[config.mk]
export PLATFORM = sky130hd
export DESIGN_NAME = grey_scan_flat
export DESIGN_NICKNAME = d
export VERILOG_FILES = /design/src/rtl/grey_scan_if.sv /design/src/rtl/grey_scan.sv /design/src/flat_wrapper.sv
export SDC_FILE = /design/constraint.sdc
export NUM_CORES = 1
export LEC_CHECK = 0
export CAP_MARGIN = 15
export CORE_AREA = 2 2 151 153
export CTS_BUF_LIST = sky130_fd_sc_hd__clkbuf_4 sky130_fd_sc_hd__clkbuf_8 sky130_fd_sc_hd__clkbuf_16
export CTS_CLUSTER_DIAMETER = 150
export DETAILED_ROUTE_END_ITERATION = 6
export DIE_AREA = 0 0 153 155
export SLEW_MARGIN = 20
export SYNTH_ARGS = -nofsm -noshare
export SYNTH_HDL_FRONTEND = slang
export SYNTH_SLANG_ARGS = --single-unit
export TNS_END_PERCENT = 20
[constraint.sdc]
create_clock -name clk -period 6.27 [get_ports clk]
set_input_delay 1.254 -clock clk [delete_from_list [all_inputs] [get_ports clk]]
set_output_delay 1.254 -clock clk [all_outputs]
set_load 0.005 [all_outputs]
[src/rtl/grey_scan_if.sv]
// Pad-side bundle for grey_scan: counter digits and hold in, segment bus, index,
// frame strobe and error flag out.
interface grey_scan_if;
   logic [59:0] digits;
   logic        hold;
   logic [7:0]  io_out;
   logic [3:0]  dig_idx;
   logic        frame;
   logic        err;

   modport master (output digits, hold, input io_out, dig_idx, frame, err);
   modport slave  (input digits, hold, output io_out, dig_idx, frame, err);
endinterface

[src/rtl/grey_scan.sv]
// Snapshots twelve Johnson-coded digits and scans them MSD-first onto a 7-segment bus.
// Define LZB_EN to blank leading zeros.
module grey_scan #(
   parameter int unsigned DWELL = 4
) (
   input  logic        clk,
   input  logic        rst_n,
   grey_scan_if.slave  bus
);

   typedef enum logic {LOAD, SHOW} state_t;

   localparam logic [7:0] DWELL_LAST = 8'(DWELL - 1);

   state_t           state;
   logic [11:0][4:0] snap;
   logic [3:0]       idx;
   logic [7:0]       cnt;

   // Returns 4'hF for any of the 22 codes outside the Johnson sequence.
   function automatic logic [3:0] jdecode(input logic [4:0] c);
      case (c)
         5'b00000: return 4'd0;
         5'b00001: return 4'd1;
         5'b00011: return 4'd2;
         5'b00111: return 4'd3;
         5'b01111: return 4'd4;
         5'b11111: return 4'd5;
         5'b11110: return 4'd6;
         5'b11100: return 4'd7;
         5'b11000: return 4'd8;
         5'b10000: return 4'd9;
         default:  return 4'hF;
      endcase
   endfunction

   function automatic logic any_bad(input logic [11:0][4:0] d);
      logic bad;
      bad = 1'b0;
      for (int i = 0; i < 12; i++)
         if (jdecode(d[i]) == 4'hF) bad = 1'b1;
      return bad;
   endfunction

   function automatic logic [6:0] seg7(input logic [3:0] v);
      case (v)
         4'd0:    return 7'h3F;
         4'd1:    return 7'h06;
         4'd2:    return 7'h5B;
         4'd3:    return 7'h4F;
         4'd4:    return 7'h66;
         4'd5:    return 7'h6D;
         4'd6:    return 7'h7D;
         4'd7:    return 7'h07;
         4'd8:    return 7'h7F;
         4'd9:    return 7'h6F;
         default: return 7'h79;
      endcase
   endfunction

   logic [11:0][4:0] next_snap;
   logic [3:0]       cur_val;
   logic             cur_dp;
   logic             blank;

   assign next_snap = bus.hold ? snap : bus.digits;
   assign cur_val   = jdecode(snap[idx]);
   assign cur_dp    = (idx == 4'd9) || (idx == 4'd6) || (idx == 4'd3);

`ifdef LZB_EN
   logic lz;
   assign blank = lz && (cur_val == 4'd0) && (idx != 4'd0);
`else
   assign blank = 1'b0;
`endif

   // Outputs are registered for the cycle being entered: a LOAD edge raises
   // FRAME, each SHOW edge presents the digit at idx for one of its DWELL cycles.
   always_ff @(posedge clk or negedge rst_n) begin
      if (!rst_n) begin
         state       <= LOAD;
         // NOTE: the snapshot is reset so a frame shown before any capture is all zeros.
         snap        <= '0;
         idx         <= 4'd11;
         cnt         <= '0;
`ifdef LZB_EN
         lz          <= 1'b1;
`endif
         bus.io_out  <= 8'h00;
         bus.dig_idx <= 4'hF;
         bus.frame   <= 1'b0;
         bus.err     <= 1'b0;
      end else begin
         // NOTE: non-blocking everywhere here so every register sees pre-edge values.
         unique case (state)
            LOAD: begin
               snap        <= next_snap;
               bus.err     <= bus.err | any_bad(next_snap);
               bus.frame   <= 1'b1;
               bus.io_out  <= 8'h00;
               bus.dig_idx <= 4'hF;
               idx         <= 4'd11;
               cnt         <= '0;
`ifdef LZB_EN
               lz          <= 1'b1;
`endif
               state       <= SHOW;
            end
            SHOW: begin
               bus.frame   <= 1'b0;
               bus.dig_idx <= idx;
               bus.io_out  <= blank ? 8'h00 : {cur_dp, seg7(cur_val)};
`ifdef LZB_EN
               if (cur_val != 4'd0) lz <= 1'b0;
`endif
               if (cnt == DWELL_LAST) begin
                  cnt <= '0;
                  if (idx == 4'd0) state <= LOAD;
                  else             idx   <= idx - 4'd1;
               end else begin
                  cnt <= cnt + 8'd1;
               end
            end
         endcase
      end
   end

endmodule

[src/flat_wrapper.sv]
// flat-port wrapper written by rule: the top's interface ports become plain ports
module grey_scan_flat 
#(
   parameter int unsigned DWELL = 4
)
  (clk, rst_n, bus_digits, bus_hold, bus_io_out, bus_dig_idx, bus_frame, bus_err);
  grey_scan_if bus_i ();
  input  logic clk;
  input  logic rst_n;
  input wire logic [$bits(bus_i.digits)-1:0] bus_digits;
  input wire logic [$bits(bus_i.hold)-1:0] bus_hold;
  output wire logic [$bits(bus_i.io_out)-1:0] bus_io_out;
  output wire logic [$bits(bus_i.dig_idx)-1:0] bus_dig_idx;
  output wire logic [$bits(bus_i.frame)-1:0] bus_frame;
  output wire logic [$bits(bus_i.err)-1:0] bus_err;
  assign bus_i.digits = bus_digits;
  assign bus_i.hold = bus_hold;
  assign bus_io_out = bus_i.io_out;
  assign bus_dig_idx = bus_i.dig_idx;
  assign bus_frame = bus_i.frame;
  assign bus_err = bus_i.err;
  grey_scan #(.DWELL(DWELL)) u_core (.clk(clk), .rst_n(rst_n), .bus(bus_i));
endmodule
---- Word level (Yosys, flattened, before mapping) ----
Memories as Yosys holds them, arrays and structs flattened.
Cells that the tools add are included.
operators by class
  mux-type cells .......................... 39
  $lt $le $gt $ge ......................... 1
  equality and inequality tests ........... 18
  $add $sub $neg .......................... 2
  bitwise gates (word level) .............. 2
  reduce and logical (&&, ||, !) cells .... 4
operators by type and width
  cell                                                                    number
  60-bit 2-to-1 mux                                                       1
  4-bit 2-to-1 mux                                                        14
  4-bit equality test (second input constant)                             13
  8-bit one-hot mux with 2 select lines                                   2
  5-bit binary-select mux with 4-bit select                               1
  4-bit one-hot mux with 2 select lines                                   2
  1-bit 2-to-1 mux                                                        15
  8-bit by 1-bit adder with 8-bit output (second input constant)          1
  8-bit by 2-bit equality test with 1-bit output (second input constant)  1
  8-bit 2-to-1 mux                                                        1
  4-bit by 5-bit < comparator with 1-bit output (second input constant)   1
  5-bit 2-to-1 mux                                                        1
  4-bit by 2-bit equality test with 1-bit output (second input constant)  1
  4-bit by 3-bit equality test with 1-bit output (second input constant)  1
  4-bit zero test                                                         1
  2-bit != test (second input constant)                                   2
  1-bit one-hot mux with 2 select lines                                   2
  4-bit by 1-bit subtractor with 4-bit output (second input constant)     1
  1-bit logical OR                                                        2
  2-bit AND reduction                                                     1
  1-bit NOT                                                               1
  1-bit bitwise OR                                                        1
word-level totals
  input bits .............................. 63
  word-level logic and storage cells ...... 99
  output and inout port bits .............. 14
  ROM bits ................................ 1776
  memories ................................ 14
  register bits after elaboration ......... 87
memory list
  memory            depth  width  rd ports  clocked after Yosys merged registers in  wr ports  line             text
  (name not given)  32     4      1         0                                        0         grey_scan.sv:22  case (c)
  (name not given)  32     4      1         0                                        0         grey_scan.sv:22
  (name not given)  32     4      1         0                                        0         grey_scan.sv:22
  (name not given)  32     4      1         0                                        0         grey_scan.sv:22
  (name not given)  32     4      1         0                                        0         grey_scan.sv:22
  (name not given)  32     4      1         0                                        0         grey_scan.sv:22
  8 more memories   --     --     --        --                                       --        --

---- Depth between registers and ports, before layout ----
An unclocked memory read counts as a cell.
  word-level depth ........................ 18
  gate-level depth with buffers ........... 16
  gate-level depth less buffers ........... 13

---- Worst setup path before layout ----
Ideal clock, no wire load.
  kind .................................... input port to flip-flop
  start point ............................. input bus_hold
  end point ............................... register u_core.bus.err
  setup time .............................. 125 ps
  stages on the path ...................... 14
  buffers on the path ..................... 4
  arrival time ............................ 4152 ps
  data required time ...................... 6145 ps
  path slack .............................. 1993 ps
  cells stage by stage .................... buf_6 > clkbuf_8 > clkbuf_1 > clkbuf_1 > mux2_2 > inv_1 > ha_1 > a21oi_1 > a211oi_1 > o31ai_2 > o22ai_1 > or4_1 > nor4_1 > o21bai_1
RTL lines
  element               line                text
  start, declared       flat_wrapper.sv:11  input wire logic [$bits(bus_i.hold)-1:0] bus_hold;
  end signal, assigned  grey_scan.sv:98     bus.err <= bus.err | any_bad(next_snap);
  end, declared         grey_scan_if.sv:12  modport slave (input digits, hold, output io_out, dig_idx, frame, err);

==> results <==
- The flow ran to the end, and the final reports show no timing, DRC or antenna violations.
- The total track usage is 14.0%.
- The number of pins with negative max-slew slack in the final report was 0.
- Measured along the x axis, the die boundary spans roughly 150 um.
- The detailed-route wire length per cell is 16.8 um.
- The flip-flop and latch count after synthesis is 87.
- The number of hold buffers added after CTS was 0.
- The number of global-route vias before repair came to 4967.
- The vertical die dimension is approximately 160 um.
- The library cell used most frequently in the layout, excluding fill and tap cells, is mux2_2.
- The number of DRC violations after detailed routing is 0.
- After layout, the worst path uses roughly two thirds of the clock period.
- The kind of critical path is in2reg.
- The length of the first detailed-routing pass in iterations is 4.
- The utilization after layout is 35.1%.
- The number of buffers created by CTS is 9.
- The worst slack on hold paths is between 0.5 and 0.6 ns.
- From synthesis to final layout, the design area changed by 20.2%.
- The net count of the finished layout is 823.
- Yosys mapped the design onto 70 distinct sky130hd cell types.
- The clock passes through at most 2 buffers.
- The top cell types in the final layout, fill and taps aside, are mux2_2, dfrtp_1, clkdlybuf4s50_1.
- The final weighted congestion in routability-driven placement is roughly 0.82.
- The number of resized instances in the post-cts repair step is 0.
- The type of element capturing the critical path is a register.
- The met3 wirelength from detailed routing is around 770 um.
- Derived from the worst setup path, the maximum achievable clock frequency is around 250 MHz.
- The clock latency of the later-clocked register in the worst-skew pair is 0.35 ns.
- After legalization and detailed placement, the total HPWL measured ~13000 um.
- Entering global routing, the biggest net connects 45 pins.
- Summed over all nets, wire length on met2 after detailed routing comes to 8080 um.
- Setup repair after global routing left no endpoint under its margin.
- The register clock-pin slew on the reported worst setup and hold paths is approximately 0.06 ns.
- The area used by multi-input combinational logic is 4000 um2.
- The largest clock skew in the final design is 0.00742 ns.
- The post-layout instance count excluding filler cells is approximately 980.
- In the routed layout, each cell is associated on average with a via count of ~5.
- The maximum vdd ir drop is 0.123 mV.
- Clock tree synthesis selected as its root buffer the cell clkbuf_16.
- The final route contains ~5000 vias.
- Cells with a size suffix above 1 make up 22.4% of the layout.
- The total congestion overflow after global routing is 0.
- The die area is roughly 24000 um2.
- For this design the top-level I/O count stands at a little under 80.
- The category of the worst setup path launch point is an input pin.
- CTS saw between 80 and 90 sinks.
- Summed over all failing endpoints, the final setup total negative slack is 0 ns.
- Once placement completed, the tool counted placed cells totaling roughly 970.
- The number of hold violations in the final report is 0.
- The summed instance area of the synthesized netlist is between 6000 and 7000 um2.
- The primary flip-flop cell chosen by synthesis mapping is dfrtp_1.
- Of the synthesized area, sequential elements account for 33.6%.
- After routing the design area is between 7000 and 8000 um2.
- The effective utilization at floorplan is 29.2%.
- In this run the static leakage power is between 3 and 4 nW.
- The time the final worst path needs with I/O delays and setup is 4.08 ns.
- The data arrival time of the critical path is around 4.3 ns.
- The min-delay analysis places its worst path in the category reg2reg.
- The number of fill cells in the layout is between 2000 and 2500.
- The first global-routing pass estimated around 26000 um of wire.
- The topmost layer with routed signal wires is met4.
- The initial antenna violation count is 0.
- The instance area after placement is 7480 um2.
- After detailed routing, the wire length on met1 is between 7000 and 8000 um.
- The number of buffer cells added on primary ports is 76.
- Counting flops with an async set or reset pin after synthesis yields a share of 100%.
- The final number of setup-violating endpoints is 0.
- Counting every net in the synthesized netlist gives 758.
- The sequential standard cell area is ~2200 um2.
- The post-CTS setup-driven buffer insertion count is 0.
- The number of enable-type register cells in the synthesized netlist is 0.
- The antenna diode count is 0.
- The critical path required time is 6.48 ns.
- The total of max-cap violations is 0.
- The worst pin sits at a relative slew slack of between 40% and 50%.
- The gate count after technology mapping is 626.
- The TritonCTS clock tree is done.
- Power spread over the standard cell area amounts to approximately 190 nW/um2.
- The residual antenna-violating net count after detailed routing is 0.
- For this run, the number of Yosys warnings is 0.
- The number of standard-cell rows in the floorplan is 55.
- The CTS H-tree depth is 3.
- A synthesized cell averages ~10 um2.
- The total area inside the core boundary comes to ~22000 um2.
- The highest net fanout along the worst path is 29.
- For the pin with the worst max-slew slack, the measured transition is approximately 0.89 ns.
- After the first detailed-routing iteration, the DRC count stood at 246.
- The sum of routed wire length over all layers is about 16000 um.
## layout make-up
class                           instances  area share, %
Timing Repair Buffer                   80           10.0
Tap cell                              285           4.57
Clock inverter                          5           1.04
Sequential cell                        87           28.0
Inverter                               40           1.92
Multi-Input combinational cell        473           51.3
Clock buffer                           11           3.16
## power by group
part | internal (W) | switching, W | leakage [nW] | total [W]
logic | 0.000145 | 0.000142 | 2.08 | 0.000287
registers | 0.000590 | 0.0000331 | 1.08 | 0.000623
clock network | 0.000365 | 0.000231 | 0.159 | 0.000596
total | 0.00110 | 0.000407 | 3.33 | 0.00151
## layer usage
| layer | vias up | GRT usage, % |
|---|---|---|
| met5 | - | 0 |
| met4 | 0 | 4.01 |
| met3 | 20 | 2.84 |
| met2 | 117 | 24.0 |
| met1 | 2477 | 18.1 |
| li1 | 2412 | - |
## sequential cells by signal, indices dropped and copies added (netlist names)
name                count
u_core.state            1
u_core.bus.err          1
u_core.bus.frame        1
u_core.bus.io_out       8
u_core.cnt              8
u_core.bus.dig_idx      4
u_core.snap            60
u_core.idx              4
## final timing paths
path                       cells past startpoint  slack (ns)                       from                              end
max                                           12        2.19                   bus_hold       u_core.bus.err$_DFFE_PN0N_
min                                            1        0.50    u_core.cnt[0]$_DFF_PN0_          u_core.cnt[0]$_DFF_PN0_
max reg2reg                                   12        2.81  u_core.idx[0]$_DFFE_PN1P_   u_core.bus.io_out[4]$_DFF_PN0_
min reg2reg                                    1        0.50    u_core.cnt[0]$_DFF_PN0_          u_core.cnt[0]$_DFF_PN0_
max in group asynchronous                      2        4.36                      rst_n  u_core.bus.dig_idx[1]$_DFF_PN1_
min in group asynchronous                      1        0.92                      rst_n       u_core.snap[0]$_DFFE_PN0N_
## cells in the mapped netlist, types with 3 or more instances
cell type / number / area, um2
buf_6: 4 / 45.0
a31oi_1: 3 / 18.8
a32o_1: 3 / 30.0
clkbuf_1: 7 / 26.3
a211oi_1: 6 / 45.0
mux4_2: 15 / 338
nand2b_1: 6 / 37.5
nor3_1: 9 / 45.0
and2_1: 3 / 18.8
mux2i_1: 6 / 60.1
o22ai_1: 4 / 25.0
nor2b_1: 8 / 50.1
o21ai_0: 25 / 125
xor2_1: 5 / 43.8
buf_2: 9 / 45.0
ha_1: 69 / 863
and3_1: 4 / 25.0
o2bb2ai_1: 3 / 26.3
a21o_1: 3 / 22.5
nor2_1: 25 / 93.8
buf_1: 4 / 15.0
a221oi_1: 3 / 26.3
or4_1: 9 / 67.6
inv_1: 37 / 139
a21oi_1: 59 / 295
nor4_1: 4 / 25.0
dfrtp_1: 80 / 2000
nand4_1: 4 / 25.0
nand3_1: 19 / 95.1
mux2_2: 88 / 991
dfstp_2: 7 / 184
inv_2: 3 / 11.3
o21a_1: 4 / 30.0
nand2_1: 44 / 165
## worst max-delay path, stage by stage
cell      delay [ns]
buf_2           0.49
buf_4           0.41
mux2_2          0.42
inv_1           0.09
ha_1            0.25
a21oi_1         0.15
a21oi_1         0.05
or4_1           0.39
o41a_2          0.13
a32o_1          0.26
nor4_1          0.28
o21bai_1        0.09
## per-stage QoR
step | worst slack (ns) | total power (W)
floorplan | 1.99 | 0.000798
global placement | 1.88 | 0.000917
detailed placement | 1.84 | 0.000921
CTS | 2.23 | 0.00153
global route | 2.02 | 0.00158
finish | 2.19 | 0.00151
## kinds of logic (layout without fill, tap and decap cells)
kind of cell	count (synthesis)	in the layout	synth area share (%)
simple gates	150	150	12.0
compound gates	136	136	13.6
mux	111	111	21.8
flops	87	87	33.6
fa+ha+maj	69	69	13.3
buf+inv	66	136	4.76
xor+xnor	7	7	0.944
Power figures use the tool's default switching activity.
